**src/rtl/scpu_pkg.sv**
```systemverilog
// Shared definitions for the sCPU register-file side blocks.
package scpu_pkg;

    localparam int SCPU_DATA_W = 8;

    localparam logic [1:0] ST_IDLE   = 2'd0;
    localparam logic [1:0] ST_SAMPLE = 2'd1;
    localparam logic [1:0] ST_RESP   = 2'd2;

    typedef enum logic [1:0] {
        RRP_IDLE   = ST_IDLE,
        RRP_SAMPLE = ST_SAMPLE,
        RRP_RESP   = ST_RESP
    } rrp_state_e;

endpackage

```
**src/rtl/reg_select_mux.sv**
```systemverilog
// Combinational NUM_REGS:1 register selector. An index with no matching
// register returns zero data and raises the out-of-range flag.
module reg_select_mux #(
    parameter int NUM_REGS = 4,
    parameter int DATA_W   = 8,
    parameter int IDX_W    = 2
) (
    input  logic [IDX_W-1:0]           sel_i,
    input  logic [NUM_REGS*DATA_W-1:0] bus_i,
    output logic [DATA_W-1:0]          data_o,
    output logic                       oor_o
);

    // Select the matching slice; no match means the index is out of range.
    always_comb begin
        data_o = '0;
        oor_o  = 1'b1;
        for (int i = 0; i < NUM_REGS; i++) begin
            if (sel_i == IDX_W'(i)) begin
                data_o = bus_i[i*DATA_W +: DATA_W];
                oor_o  = 1'b0;
            end
        end
    end

endmodule

```
**src/rtl/reg_read_port.sv**
```systemverilog
// Read port for the sCPU enable registers: accepts an index, snapshots the
// selected register one cycle later and returns it on a valid/ready channel.
//
//  state  | meaning
//  IDLE   | ready for a request, req_ready high
//  SAMPLE | index latched, capture selected register next edge
//  RESP   | response held on rsp_* until the consumer accepts it
module reg_read_port
    import scpu_pkg::*;
#(
    parameter int NUM_REGS = 4,
    parameter int DATA_W   = SCPU_DATA_W,
    localparam int IDX_W   = $clog2(NUM_REGS)
) (
    input  logic                       clk,
    input  logic                       rst,
    input  logic                       req_valid,
    output logic                       req_ready,
    input  logic [IDX_W-1:0]           req_idx,
    input  logic [NUM_REGS*DATA_W-1:0] reg_bus,
    output logic                       rsp_valid,
    input  logic                       rsp_ready,
    output logic [DATA_W-1:0]          rsp_data,
    output logic                       rsp_err,
    output logic                       busy,
    output logic [7:0]                 read_count
);

    rrp_state_e        state_q;
    logic [IDX_W-1:0]  idx_q;
    logic              req_ready_q;
    logic              rsp_valid_q;
    logic [DATA_W-1:0] rsp_data_q;
    logic              rsp_err_q;
    logic              busy_q;
    logic [7:0]        read_count_q;
    logic [7:0]        read_count_d;

    logic [DATA_W-1:0] sel_data;
    logic              sel_oor;

    reg_select_mux #(
        .NUM_REGS (NUM_REGS),
        .DATA_W   (DATA_W),
        .IDX_W    (IDX_W)
    ) u_sel (
        .sel_i  (idx_q),
        .bus_i  (reg_bus),
        .data_o (sel_data),
        .oor_o  (sel_oor)
    );

    // Completed-response counter, free-running modulo 256.
    always_comb begin
        read_count_d = read_count_q + 8'd1;
    end

    // Request/sample/response sequencer with registered handshake outputs.
    always_ff @(posedge clk) begin
        if (rst) begin
            state_q      <= RRP_IDLE;
            idx_q        <= '0;
            req_ready_q  <= 1'b1;
            rsp_valid_q  <= 1'b0;
            rsp_data_q   <= '0;
            rsp_err_q    <= 1'b0;
            busy_q       <= 1'b0;
            read_count_q <= '0;
        end else begin
            case (state_q)
                RRP_IDLE: begin
                    if (req_valid && req_ready_q) begin
                        idx_q       <= req_idx;
                        req_ready_q <= 1'b0;
                        busy_q      <= 1'b1;
                        state_q     <= RRP_SAMPLE;
                    end
                end
                RRP_SAMPLE: begin
                    // Snapshot taken here; later reg_bus changes are not seen.
                    rsp_data_q  <= sel_data;
                    rsp_err_q   <= sel_oor;
                    rsp_valid_q <= 1'b1;
                    state_q     <= RRP_RESP;
                end
                RRP_RESP: begin
                    if (rsp_ready) begin
                        rsp_valid_q  <= 1'b0;
                        read_count_q <= read_count_d;
                        req_ready_q  <= 1'b1;
                        busy_q       <= 1'b0;
                        state_q      <= RRP_IDLE;
                    end
                end
                default: begin
                    rsp_valid_q <= 1'b0;
                    req_ready_q <= 1'b1;
                    busy_q      <= 1'b0;
                    state_q     <= RRP_IDLE;
                end
            endcase
        end
    end

    assign req_ready  = req_ready_q;
    assign rsp_valid  = rsp_valid_q;
    assign rsp_data   = rsp_data_q;
    assign rsp_err    = rsp_err_q;
    assign busy       = busy_q;
    assign read_count = read_count_q;

endmodule

```
**config.mk**
```make
export PLATFORM = sky130hd
export DESIGN_NAME = reg_read_port
export DESIGN_NICKNAME = d
export VERILOG_FILES = /design/src/rtl/scpu_pkg.sv /design/src/rtl/reg_select_mux.sv /design/src/rtl/reg_read_port.sv
export SDC_FILE = /design/constraint.sdc
export NUM_CORES = 1
export LEC_CHECK = 0
export ABC_AREA = 1
export CAP_MARGIN = 0
export CORE_ASPECT_RATIO = 2
export CORE_MARGIN = 2
export CORE_UTILIZATION = 40
export CTS_BUF_LIST = sky130_fd_sc_hd__clkbuf_16
export CTS_CLUSTER_DIAMETER = 200
export DETAILED_ROUTE_END_ITERATION = 8
export PLACE_DENSITY = 0.77
export RECOVER_POWER = 100
export REMOVE_ABC_BUFFERS = 1
export SYNTH_ARGS = -nofsm -noshare
export SYNTH_HDL_FRONTEND = slang
export SYNTH_SLANG_ARGS = --single-unit
```
**constraint.sdc**
```tcl
create_clock -name clk -period 1.3 [get_ports clk]
set_clock_uncertainty 0.1 [all_clocks]
set_input_delay 0.26 -clock clk [delete_from_list [all_inputs] [get_ports clk]]
set_output_delay 0.26 -clock clk [all_outputs]
set_load 0.005 [all_outputs]
```
==> summary.txt <==
Number of vias per cell: 5.04
Row cnt: 28
Post-DRT Antenna Nets: 0
CTS tree: done
Launch point of the worst reg-to-reg path: read_count[4]
Number of global-route vias before repair: 1251
Horizontal extent of the die: 42.6 um
Total of max-cap violations: 0
Placer's final routability congestion estimate: 0.835
Relative slew slack: 82.2%
Part of the Yosys area used for sequential elements: 40.3%
LEAKAGE: 0.864 nW
Clock transition at the registers of the reported paths: 60 ps
Clock Path Buffers: 2
CP endpoint kind: flip-flop
Total overflow reported by the global router: 0
Worst Max-Slew Pin Slew: 267 ps
TNS Setup: 0 ps
Critical Path Fanout Max: 4
Source of the critical timing path: read_count[4]
End of the worst register-to-register path: read_count[7]
Largest net degree at the start of global routing: 14
Area inside the core boundary: 2910 um^2
Warnings from Yosys: 0
Via count: 1352
Cell Pwr Density: 974 nW/um^2
Global-route wire length before repair: 5.15 mm
Leading cell types by total area after synthesis: sky130_fd_sc_hd__dfxtp_1, sky130_fd_sc_hd__nand2_1, sky130_fd_sc_hd__nand3_1
Initial core utilization: 41.0%
Required time reported for the critical path endpoint: 1350 ps
Worst setup path end: read_count[7]
Reg2Reg Depth: 6
Floorplan die height: 81.2 um
DRC violation count after routing: 0
Post-detailed-routing wire length: 3.29 mm
Antenna cell count: 0
Clock network latency to the later pin of the worst-skew pair: 250 ps
Post-synthesis instance area: 1190 um^2
Synth area leader: sky130_fd_sc_hd__dfxtp_1
Final number of setup-violating endpoints: 0
Nets@finish: 278
Setup CP Type: flip-flop to flip-flop
Hold slack final: 351 ps
Layout-stage area growth over the synthesis result: 64.3%
Post-Syn Instances: 166
Largest voltage drop on the vdd net: 0.650 mV
Startpoint types: flip-flop
Combined global-route utilization of all metal layers: 19.3%
Number of search-and-repair iterations in the first detailed-routing pass: 4
H-tree levels: 1
Setup slack of the worst register-to-register path: 50 ps
Final Cycle Share: 96.4%
Routed wire length per instance: 12.3 um
Count of final max-slew check failures: 0
Yosys top cell area share: 40.3%
Number of clock sinks seen by CTS: 24
Detailed placer's ending HPWL: 2.54 mm
Number of buffers added on ports: 57
Hold Vio Cnt, Final: 0
Library cells used by synthesis: 25
Start point of the worst min-delay path: rsp_err
Tightest Hold Check Type: flip-flop to flip-flop
Die ar.: 3460 um^2
Number of hold-repair buffers added at the cts stage: 0
Total of flip-flops plus latches after synthesis: 24
Min Tclk post-route: 1250 ps
Num ports: 58
Highest attainable clock frequency: 798 MHz
CTS Buf Count: 3
Detailed Route Iter0 Violations: 39
Run status: completed
Critical path arrival: 1300 ps
Fraction of the core area covered by cells at the end of the flow: 67.3%
Average size of a mapped cell: 7.18 um^2
Number of antenna violations at the first check in global routing: 0
Clock root cell: sky130_fd_sc_hd__clkbuf_16
Ratio of cells with drive above 1 in the final layout: 16.0%
## cells by family after synthesis
family          synth area share, %
compound gates                 11.9
xor+xnor                      0.735
fa+ha+maj                      1.05
buf+inv                        8.61
flops                          40.3
simple gates                   37.4
## worst min path at each step
stage,to,depth (start not counted)
final,rsp_err,2
after global routing,rsp_err,2
after CTS,rsp_err,2
after detailed placement,rsp_err,2
after global placement,rsp_err,2
after floorplan,busy,1
## cell type report
class	instances	area [um^2]
Fill cell	271	951
Timing Repair Buffer	74	673
Multi-Input combinational cell	120	621
Sequential cell	24	487
Clock buffer	3	75.1
Inverter	16	60.1
Tap cell	30	37.5
Clock inverter	1	3.75
## report_power, final
group          switching, mW  internal [mW]  total, mW  leakage (nW)
registers             0.0352          0.780      0.815         0.197
clock network          0.248          0.410      0.658        0.0385
logic                  0.196          0.237      0.434         0.628
## through the flow
step	area (um^2)	std cells	setup slack [ps]	power [mW]
final	1960	268	46.3	1.91
after global routing	1960	268	-11.6	1.99
after CTS	1960	268	16.4	1.91
after detailed placement	1860	261	-287	1.28
after global placement	1860	261	-248	1.28
after floorplan	1150	160	-47.4	1.00
## metal layers
metal	wire (um)	global-route usage, %	vias to the layer above
met5	0	0	-
met4	80	10.6	0
li1	-	-	693
met3	82	0.667	8
met1	1230	19.9	609
met2	1890	37.4	42
## Yosys cell counts
cell type / n
sky130_fd_sc_hd__nor3_4: 1
sky130_fd_sc_hd__o21a_1: 1
sky130_fd_sc_hd__nor2_1: 12
sky130_fd_sc_hd__o21bai_1: 1
sky130_fd_sc_hd__a21oi_1: 17
sky130_fd_sc_hd__clkbuf_1: 1
sky130_fd_sc_hd__ha_1: 1
sky130_fd_sc_hd__nand3b_1: 1
sky130_fd_sc_hd__dfxtp_1: 24
sky130_fd_sc_hd__nor2_4: 2
sky130_fd_sc_hd__nand3_1: 22
sky130_fd_sc_hd__inv_2: 1
sky130_fd_sc_hd__nand2_1: 42
sky130_fd_sc_hd__nand4_1: 9
sky130_fd_sc_hd__inv_1: 14
sky130_fd_sc_hd__buf_6: 1
sky130_fd_sc_hd__o21bai_2: 1
sky130_fd_sc_hd__nand3_4: 1
sky130_fd_sc_hd__xor2_1: 1
sky130_fd_sc_hd__o21ai_0: 6
sky130_fd_sc_hd__buf_4: 3
sky130_fd_sc_hd__nor2_2: 1
sky130_fd_sc_hd__buf_2: 1
sky130_fd_sc_hd__nand2_2: 1
sky130_fd_sc_hd__clkinv_1: 1
## layout by cell type, fill, tap and decap left out, types with 9 or more instances in the layout
master,Yosys,final
sky130_fd_sc_hd__nand2_1,42,42
sky130_fd_sc_hd__clkdlybuf4s50_1,0,36
sky130_fd_sc_hd__nand3_1,22,21
sky130_fd_sc_hd__dlygate4sd2_1,0,21
sky130_fd_sc_hd__dfxtp_1,24,19
sky130_fd_sc_hd__a21oi_1,17,17
sky130_fd_sc_hd__buf_4,3,14
sky130_fd_sc_hd__inv_1,14,13
sky130_fd_sc_hd__nor2_1,12,10
sky130_fd_sc_hd__nand4_1,9,9
## flip-flops by register name (all words and copies together) (netlist names)
signal / count
rsp_data: 8
busy: 1
req_ready: 1
rsp_valid: 1
rsp_err: 1
read_count: 8
idx_q: 2
state_q: 2
## what timing repair did
| item | in CTS | in global routing |
|---|---|---|
| pin swaps | 3 | 5 |
| endpoints found under the setup margin | 22 | 7 |
| buffers inserted | 3 | 1 |
| gates resized for setup | 33 | 7 |
## critical path, stage by stage (launching register included)
cell and delay [ps]:
sky130_fd_sc_hd__dfxtp_1 330, sky130_fd_sc_hd__buf_4 120, sky130_fd_sc_hd__nand2_1 100, sky130_fd_sc_hd__nor2_2 160, sky130_fd_sc_hd__nand3_2 110, sky130_fd_sc_hd__o21bai_1 170, sky130_fd_sc_hd__nor2_1 50
Power figures use the tool's default switching activity.
